===== config.mk =====
export PLATFORM = sky130hd
export DESIGN_NAME = hdmux4_rr_sel_ctrl
export DESIGN_NICKNAME = d
export VERILOG_FILES = /design/src/rtl/hdmux4_rr_sel_ctrl.sv
export SDC_FILE = /design/constraint.sdc
export NUM_CORES = 1
export LEC_CHECK = 0
export CAP_MARGIN = 20
export CORE_AREA = 2 2 77 79
export DETAILED_ROUTE_END_ITERATION = 8
export DIE_AREA = 0 0 79 81
export PLACE_DENSITY_LB_ADDON = 0.2
export SLEW_MARGIN = 20
export SYNTH_ARGS = -nofsm -noshare
export SYNTH_HDL_FRONTEND = slang
export SYNTH_SLANG_ARGS = --single-unit

===== constraint.sdc =====
create_clock -name CK -period 2 [get_ports CK]
set_clock_uncertainty 0.1 [all_clocks]
set_input_delay 0.2 -clock CK [delete_from_list [all_inputs] [get_ports CK]]
set_output_delay 0.2 -clock CK [all_outputs]
set_load 0.05 [all_outputs]

===== src/rtl/hdmux4_rr_sel_ctrl.sv =====
// hdmux4_rr_sel_ctrl
// Round-robin sequencer that owns the SL0/SL1 select pair of a 4:1 inverting
// mux cell and hands the mux to one of four requesters at a time. The select
// only moves while no grant is active. A settle window follows each select
// change, so an owner never sees the select lines transition.
module hdmux4_rr_sel_ctrl #(
    parameter int SETTLE_CYC = 1,  // cycles GNT stays low after a select change (1..15)
    parameter int MAX_HOLD   = 8,  // max grant length in cycles; 0 = unlimited
    parameter int CNT_W      = 8   // hold counter width
) (
    input  logic       CK,
    input  logic       RST,
    input  logic [3:0] REQ,
    input  logic [3:0] REL,
    output logic       SL0,
    output logic       SL1,
    output logic [3:0] GNT,
    output logic       BUSY,
    output logic       TIMEOUT
);

    typedef enum logic [1:0] {
        ST_IDLE   = 2'b00,
        ST_SETTLE = 2'b01,
        ST_OWN    = 2'b10
    } state_e;

    // Terminal counts, pre-sized to the counters they are compared against.
    localparam logic [3:0]       SETTLE_LAST  = 4'(SETTLE_CYC - 1);
    localparam logic [CNT_W-1:0] HOLD_LAST    = CNT_W'(MAX_HOLD - 1);
    localparam logic [CNT_W-1:0] HOLD_SAT     = {CNT_W{1'b1}};
    localparam logic             HOLD_LIMITED = (MAX_HOLD != 0);

    // Round-robin pick: bit 2 = a winner exists, bits 1:0 = winner index.
    // The search starts just after the last owner and wraps. Iterating from
    // the lowest-priority offset upward lets the closest requester win.
    function automatic logic [2:0] rr_pick(input logic [3:0] req, input logic [1:0] last);
        logic [2:0] res;
        logic [1:0] idx;
        res = 3'b000;
        for (int i = 4; i >= 1; i--) begin
            idx = last + 2'(i);
            if (req[idx]) begin
                res = {1'b1, idx};
            end else begin
                res = res;
            end
        end
        return res;
    endfunction

    // One-hot grant vector for a mux input index.
    function automatic logic [3:0] onehot4(input logic [1:0] idx);
        return 4'b0001 << idx;
    endfunction

    state_e           state_q, state_d;
    logic [1:0]       sl_q, sl_d;          // current select, also the current winner W
    logic [1:0]       last_q, last_d;      // last completed owner
    logic [3:0]       gnt_q, gnt_d;
    logic             busy_q, busy_d;
    logic             timeout_q, timeout_d;
    logic [3:0]       settle_cnt_q, settle_cnt_d;
    logic [CNT_W-1:0] hold_cnt_q, hold_cnt_d;

    logic [2:0]       pick_s;
    logic             rel_own_s;
    logic             req_drop_s;
    logic             hold_lim_s;

    // Next-state and output decode for the IDLE / SETTLE / OWN sequence.
    always_comb begin
        state_d      = state_q;
        sl_d         = sl_q;
        last_d       = last_q;
        gnt_d        = gnt_q;
        timeout_d    = 1'b0;
        settle_cnt_d = settle_cnt_q;
        hold_cnt_d   = hold_cnt_q;

        pick_s     = rr_pick(REQ, last_q);
        rel_own_s  = REL[sl_q];
        req_drop_s = ~REQ[sl_q];
        hold_lim_s = HOLD_LIMITED && (hold_cnt_q == HOLD_LAST);

        case (state_q)
            ST_IDLE: begin
                gnt_d = 4'b0000;
                if (pick_s[2]) begin
                    // Select moves only here, while nobody holds a grant.
                    sl_d         = pick_s[1:0];
                    settle_cnt_d = 4'd0;
                    state_d      = ST_SETTLE;
                end else begin
                    state_d = ST_IDLE;
                end
            end

            ST_SETTLE: begin
                gnt_d = 4'b0000;
                if (req_drop_s) begin
                    // Winner withdrew before being granted; LAST is kept.
                    state_d = ST_IDLE;
                end else if (settle_cnt_q == SETTLE_LAST) begin
                    gnt_d      = onehot4(sl_q);
                    hold_cnt_d = {CNT_W{1'b0}};
                    state_d    = ST_OWN;
                end else begin
                    settle_cnt_d = settle_cnt_q + 4'd1;
                end
            end

            ST_OWN: begin
                if (rel_own_s || req_drop_s || hold_lim_s) begin
                    gnt_d     = 4'b0000;
                    last_d    = sl_q;
                    state_d   = ST_IDLE;
                    // Timeout is flagged only when the limit alone ended the grant.
                    timeout_d = hold_lim_s && !rel_own_s && !req_drop_s;
                end else begin
                    gnt_d = onehot4(sl_q);
                    if (hold_cnt_q != HOLD_SAT) begin
                        hold_cnt_d = hold_cnt_q + {{(CNT_W-1){1'b0}}, 1'b1};
                    end else begin
                        hold_cnt_d = hold_cnt_q;
                    end
                end
            end

            default: begin
                gnt_d   = 4'b0000;
                state_d = ST_IDLE;
            end
        endcase

        busy_d = (state_d != ST_IDLE);
    end

    // State and registered-output update; RST returns everything to idle with index 0 next.
    always_ff @(posedge CK) begin
        if (RST) begin
            state_q      <= ST_IDLE;
            sl_q         <= 2'b00;
            last_q       <= 2'b11;
            gnt_q        <= 4'b0000;
            busy_q       <= 1'b0;
            timeout_q    <= 1'b0;
            settle_cnt_q <= 4'd0;
            hold_cnt_q   <= {CNT_W{1'b0}};
        end else begin
            state_q      <= state_d;
            sl_q         <= sl_d;
            last_q       <= last_d;
            gnt_q        <= gnt_d;
            busy_q       <= busy_d;
            timeout_q    <= timeout_d;
            settle_cnt_q <= settle_cnt_d;
            hold_cnt_q   <= hold_cnt_d;
        end
    end

    assign SL0     = sl_q[0];
    assign SL1     = sl_q[1];
    assign GNT     = gnt_q;
    assign BUSY    = busy_q;
    assign TIMEOUT = timeout_q;

endmodule


# Word-level counts from Yosys, hierarchy flattened
# Cells that the tools add are included.
totals:
  output_inout_bits: 8
  reg_bits: 24
  input_bits: 10
  elab_cells: 81
op_classes:
  n_eq_ne: 10
  muxes: 34
  bitwise: 3
  magnitude_cmp: 5
  n_shift: 1
  reduce_logical: 15
  add_sub_neg: 5
ops:
  columns: ["op", "count"]
  rows:
  - ["8-bit two-way mux", 4]
  - ["4-bit two-way mux", 6]
  - ["4-bit case mux with 2 select lines", 2]
  - ["8-bit case mux with 2 select lines", 1]
  - ["2-bit by 3-bit < comparator with 1-bit output (second input constant)", 5]
  - ["1-bit binary-select mux with 2-bit select", 6]
  - ["3-bit two-way mux", 4]
  - ["2-bit inequality test (second input constant)", 6]
  - ["8-bit by 1-bit adder with 8-bit output (second input constant)", 1]
  - ["8-bit by 3-bit equality test with 1-bit output (second input constant)", 1]
  - ["8-bit inequality test (second input constant)", 1]
  - ["1-bit two-way mux", 7]
  - ["2-bit two-way mux", 3]
  - ["2-bit case mux with 3 select lines", 1]
  - ["2-bit nonzero test", 3]
  - ["5-bit AND reduction", 1]
  - ["2-bit adder (second input constant)", 2]
  - ["4-bit by 1-bit adder with 4-bit output (second input constant)", 1]
  - ["4-bit zero test", 1]
  - ["2-bit AND reduction", 2]
  - ["4-bit AND reduction", 1]
  - ["1-bit by 2-bit left shift with 4-bit output (first input constant)", 1]
  - ["1-bit inverter", 3]
  - ["3-bit OR reduction", 1]
  - ["other kinds (7)", 9]

# Depth between registers and ports, before layout
logic_depth:
  ltp_word: 9
  mapped_depth: 7
  mapped_depth_nobuf: 7

# Worst setup path after synthesis
# No wires, ideal clock.
synth_timing:
  path_type: "register -> register"
  startpoint: "register sl_q[0]"
  endpoint: "register hold_cnt_q[5]"
  slack_ns: -0.329
  n_path_buf: 0
  stages_incl_launch_ff: 6
  t_arrival_ns: 2.112
  path_cell_list: "dfxtp_1 -> mux4_2 -> and3_4 -> o22a_4 -> and3_4 -> a22o_1"
synth_via:
  elab_chain_cells: 7
  elab_cells_between_ends: 10
synth_rtl:
  columns: ["item", "line_no", "text"]
  rows:
  - ["start, declared", "58", "logic [1:0] sl_q, sl_d;"]
  - ["start signal, assigned", "152", "sl_q <= sl_d;"]
  - ["1-bit binary-select mux with 2-bit select", "83", "req_drop_s = ~REQ[sl_q];"]
  - ["1-bit two-way mux (implied by the code)", "83", null]
  - ["1-bit inverter", "83", null]
  - ["1-bit logical OR (2 in a row)", "114", "if (rel_own_s || req_drop_s || hold_lim_s) begin"]
  - ["2-bit inequality test (no line)", null, null]
  - ["5-bit AND reduction (no line) *", null, null]
  - ["end signal, assigned", "149", "hold_cnt_q <= {CNT_W{1'b0}};"]
  - ["end signal, assigned", "158", "hold_cnt_q <= hold_cnt_d;"]
  - ["end, declared", "64", "logic [CNT_W-1:0] hold_cnt_q, hold_cnt_d;"]
# Mark *: on every way between the ends. The rest lies on a longest branch, timed or not. The select of a mux whose other input is x is not followed.
# A chain may end at the register's enable or synchronous reset.

# Worst setup path after layout
layout_timing:
  startpoint: "register sl_q[0]"
  endpoint: "register hold_cnt_q[6]"
# Same word-level chain as after synthesis.

==> results list <==
- Detailed placement ended at an HPWL of between 2 and 3 mm.
* Pin count of the biggest net entering global routing: 15
* Fraction of final layout cells with drive strength greater than 1: 0.208
* EDFF count, synth: 0
- Maximum root-to-sink buffer count: 2
- Of the total power, registers draw 0.409.
- STA classifies the critical path startpoint as a flip-flop.
* Hold_buf cts: 0
- Final setup violating endpoints: 0
- Power spread over the standard cell area amounts to between 600 and 700 nW/um^2.
- The final hold violation count was 0.
- Of all cell types, the one taking the most synthesized area is sky130_fd_sc_hd__dfxtp_1.
- After detailed routing, the number of vias per cell comes to just under 5.
- In the final routed layout, each cell accounts on average for approximately 13 um.
- Area Overhead vs Synth: 35.1%
* Run status: complete, no violations
* Biggest fanout along the worst timing path: 5
- The Yosys step of the flow raised 0 warnings.
- In this run the vertical extent of the chip is between 80 and 90 um.
- Unrepaired setup endpoints after global routing: yes
- The routed layout has between 1000 and 1500 vias.
- Number of violations of the max-capacitance limit: 0
- Setup repair bufs after CTS: 0
* Final antenna diode count: 0
- TritonCTS clock tree: built
- Area share of the leading cell type in the synthesized netlist: 0.357
- Number of synthesized register bits: 24
- The die is 79 um wide.
* Cts repair resizes: 0
* Total grt overflow: 0
- I/O pin count: 18
* Portion of the clock cycle consumed by the worst path in the final layout: 0.961
- Netlist Area Pre-Place: 1350 sq um
- Endpoint type of the worst setup path: flip-flop
- The pre-antenna-repair detailed-routing pass consisted of 4 iterations.
- After detailed routing, the number of remaining DRC violations is 0.
* Power spent charging and discharging nets: between 300 and 400 uW
- Main area contributors after synthesis: sky130_fd_sc_hd__dfxtp_1, sky130_fd_sc_hd__ha_1, sky130_fd_sc_hd__a21oi_1, sky130_fd_sc_hd__o21ai_0, sky130_fd_sc_hd__nor3_1
- Placement row count: 28
- Worst slew slack as a fraction of its limit: 0.650
- The count of nets left with antenna violations once routing finished came out at 0.
* Reg-to-Reg Start: sl_q[0]
- Launch instance of the worst min-delay path: hold_cnt_q[1]
* Most frequent cells in the layout: sky130_fd_sc_hd__dfxtp_1, sky130_fd_sc_hd__clkdlybuf4s50_1, sky130_fd_sc_hd__buf_4
* Drt first-iter violations: 43
- The tree built by TritonCTS fans out to 24 sinks.
- Hold Path Class: flip-flop to flip-flop
- Floorplan Core Area: between 5000 and 6000 sq um
- TritonCTS created 3 clock buffers.
- End of the worst register-to-register path: hold_cnt_q[6]
* Number of port buffers: 17
* Worst Path Required: a little over 2000 ps
- Of the total power, combinational logic draws 0.245.
- Across every metal layer, demand over resource in global routing totals 0.111.
* Number of cells on the worst hold path: 2
* Total routed wirelength: 3.32 mm
* Async SR Flop Fraction: 0
- VDD sags by at most about 0.26 mV.
* Data arrival, critical path: 1990 ps
- After filler insertion, the fill cell instance count of the layout stands at 606.
- Fmax: 0.520 GHz
- Of the total power, the share spent switching nets is 0.281.
- Count of mapped cells out of synthesis: 150
* Dominant register cell in the synthesized netlist: sky130_fd_sc_hd__dfxtp_1
- Logic depth of the worst register-to-register path: 5
- Clock transition time at the flip-flop clock pins of the worst setup and hold paths: around 90 ps
- Antenna violations before repair: 0
- Of the total power, the clock network draws 0.346.
- P_leak: ~0.66 nW
* TNS Setup: 0 ps
- Worst hold slack: roughly 410 ps
- Netlist cell types: 44
- Register-to-register setup slack: around 80 ps
- Worst Hold Path EP: hold_cnt_q[1]
- Synthesis produced a netlist with a net count of between 150 and 200.
* Wire length of the first global-routing pass: approximately 5.7 mm
- For this run, the share of the core covered by cells in the final layout is 0.320.
- Minimum clock period: 1920 ps
* Net count of the finished layout: approximately 200
- Vias in the first global route: about 1200
- Sequential-to-total area share from yosys stat: 0.357
- Number of pins exceeding their max-slew limit in the final report: 0
* Clock network latency to the later pin of the worst-skew pair: between 200 and 300 ps
- Starting density of the core: 0.237
- The tree is rooted in a sky130_fd_sc_hd__clkbuf_8.
- Internal portion of total power: 902 uW
* Die Area: 6400 sq um
- Most common library cell in the layout ignoring fill and taps: sky130_fd_sc_hd__dfxtp_1
* Kind of critical path: flip-flop to flip-flop
- Power comes to approximately 1.3 mW.
* Synthesized area divided by synthesized cell count: between 8 and 9 sq um
- For the pin with the worst max-slew slack, the measured transition is 523 ps.
- Global placer's final weighted congestion: 0.780
* H-tree lvl count: 1
==> cells by family after synthesis <==
group	Yosys count	synth area share
multiplexers	4	0.0493
flip-flops	24	0.357
buffers and inverters	14	0.0474
AND/OR/NAND/NOR	53	0.236
AO/OA/AOI/OAI	48	0.245
adder cells (fa/ha/maj)	7	0.0651
==> metal layers <==
metal | vias up | track usage | share of wire | wire, um
met5 | - | 0 | 0 | 0
met4 | 0 | 0.0345 | 0.0081 | 27
met3 | 2 | 0.0244 | 0.033 | 108
met2 | 29 | 0.199 | 0.51 | 1700
met1 | 596 | 0.132 | 0.45 | 1490
li1 | 624 | - | - | -
==> metrics by stage <==
step / worst slack, ps / cell area [sq um] / std cells
after floorplan: 5.98 / 1350 / 150
after global placement: -134 / 1710 / 254
after detailed placement: -170 / 1710 / 254
after CTS: 36.4 / 1780 / 258
after global routing: -11.1 / 1820 / 258
final: 78.0 / 1820 / 258
==> worst max-delay path: stages (launching register included) <==
cell	delay, ps
sky130_fd_sc_hd__dfxtp_4	380
sky130_fd_sc_hd__mux4_2	540
sky130_fd_sc_hd__and3_4	210
sky130_fd_sc_hd__o22a_4	200
sky130_fd_sc_hd__and3_4	190
sky130_fd_sc_hd__a22o_1	200
==> registers in the layout, summed over array words and instances, names as in the netlist <==
| signal | count |
|---|---|
| hold_cnt_q | 8 |
| GNT | 4 |
| settle_cnt_q | 4 |
| last_q | 2 |
| sl_q | 2 |
| state_q | 2 |
| BUSY | 1 |
| TIMEOUT | 1 |
==> power by group through the flow <==
stage               clock network, mW  logic (mW)  registers [mW]
floorplan                           0       0.151           0.551
global placement                    0       0.291           0.524
detailed placement                  0       0.296           0.525
CTS                             0.448       0.296           0.514
global route                    0.468       0.336           0.516
finish                          0.434       0.308           0.513
==> area by class of cell <==
type                       count  area [sq um]  share of cell area
multi-input combinational    112           835               0.459
sequential                    24           485               0.267
timing repair buffer          34           298               0.164
tap                           75          93.8              0.0517
clock buffer                   3          41.3              0.0227
inverter                       9          33.8              0.0186
clock inverter                 1          30.0              0.0165
==> synth_stat cells, types with 3 or more instances <==
library cell / number
sky130_fd_sc_hd__nand3_1: 5
sky130_fd_sc_hd__inv_1: 9
sky130_fd_sc_hd__and3_1: 3
sky130_fd_sc_hd__nor2_1: 7
sky130_fd_sc_hd__dfxtp_1: 24
sky130_fd_sc_hd__o22ai_1: 3
sky130_fd_sc_hd__o21ai_0: 11
sky130_fd_sc_hd__nand2_1: 8
sky130_fd_sc_hd__clkbuf_1: 3
sky130_fd_sc_hd__a22o_1: 4
sky130_fd_sc_hd__nand4b_1: 3
sky130_fd_sc_hd__nor3_1: 10
sky130_fd_sc_hd__nand2b_1: 4
sky130_fd_sc_hd__a31oi_1: 3
sky130_fd_sc_hd__a21oi_1: 12
sky130_fd_sc_hd__ha_1: 7
sky130_fd_sc_hd__nor2b_1: 3
==> how the worst max path moves through the flow <==
stage / start / to / depth (start not counted)
after CTS: sl_q[0] / hold_cnt_q[7] / 5
after global placement: REL[3] / hold_cnt_q[7] / 6
after detailed placement: REQ[2] / hold_cnt_q[6] / 6
final: sl_q[0] / hold_cnt_q[6] / 5
after global routing: state_q[0] / hold_cnt_q[6] / 7
after floorplan: sl_q[0] / hold_cnt_q[5] / 5
Note: power is estimated with default switching activity, not from simulation.
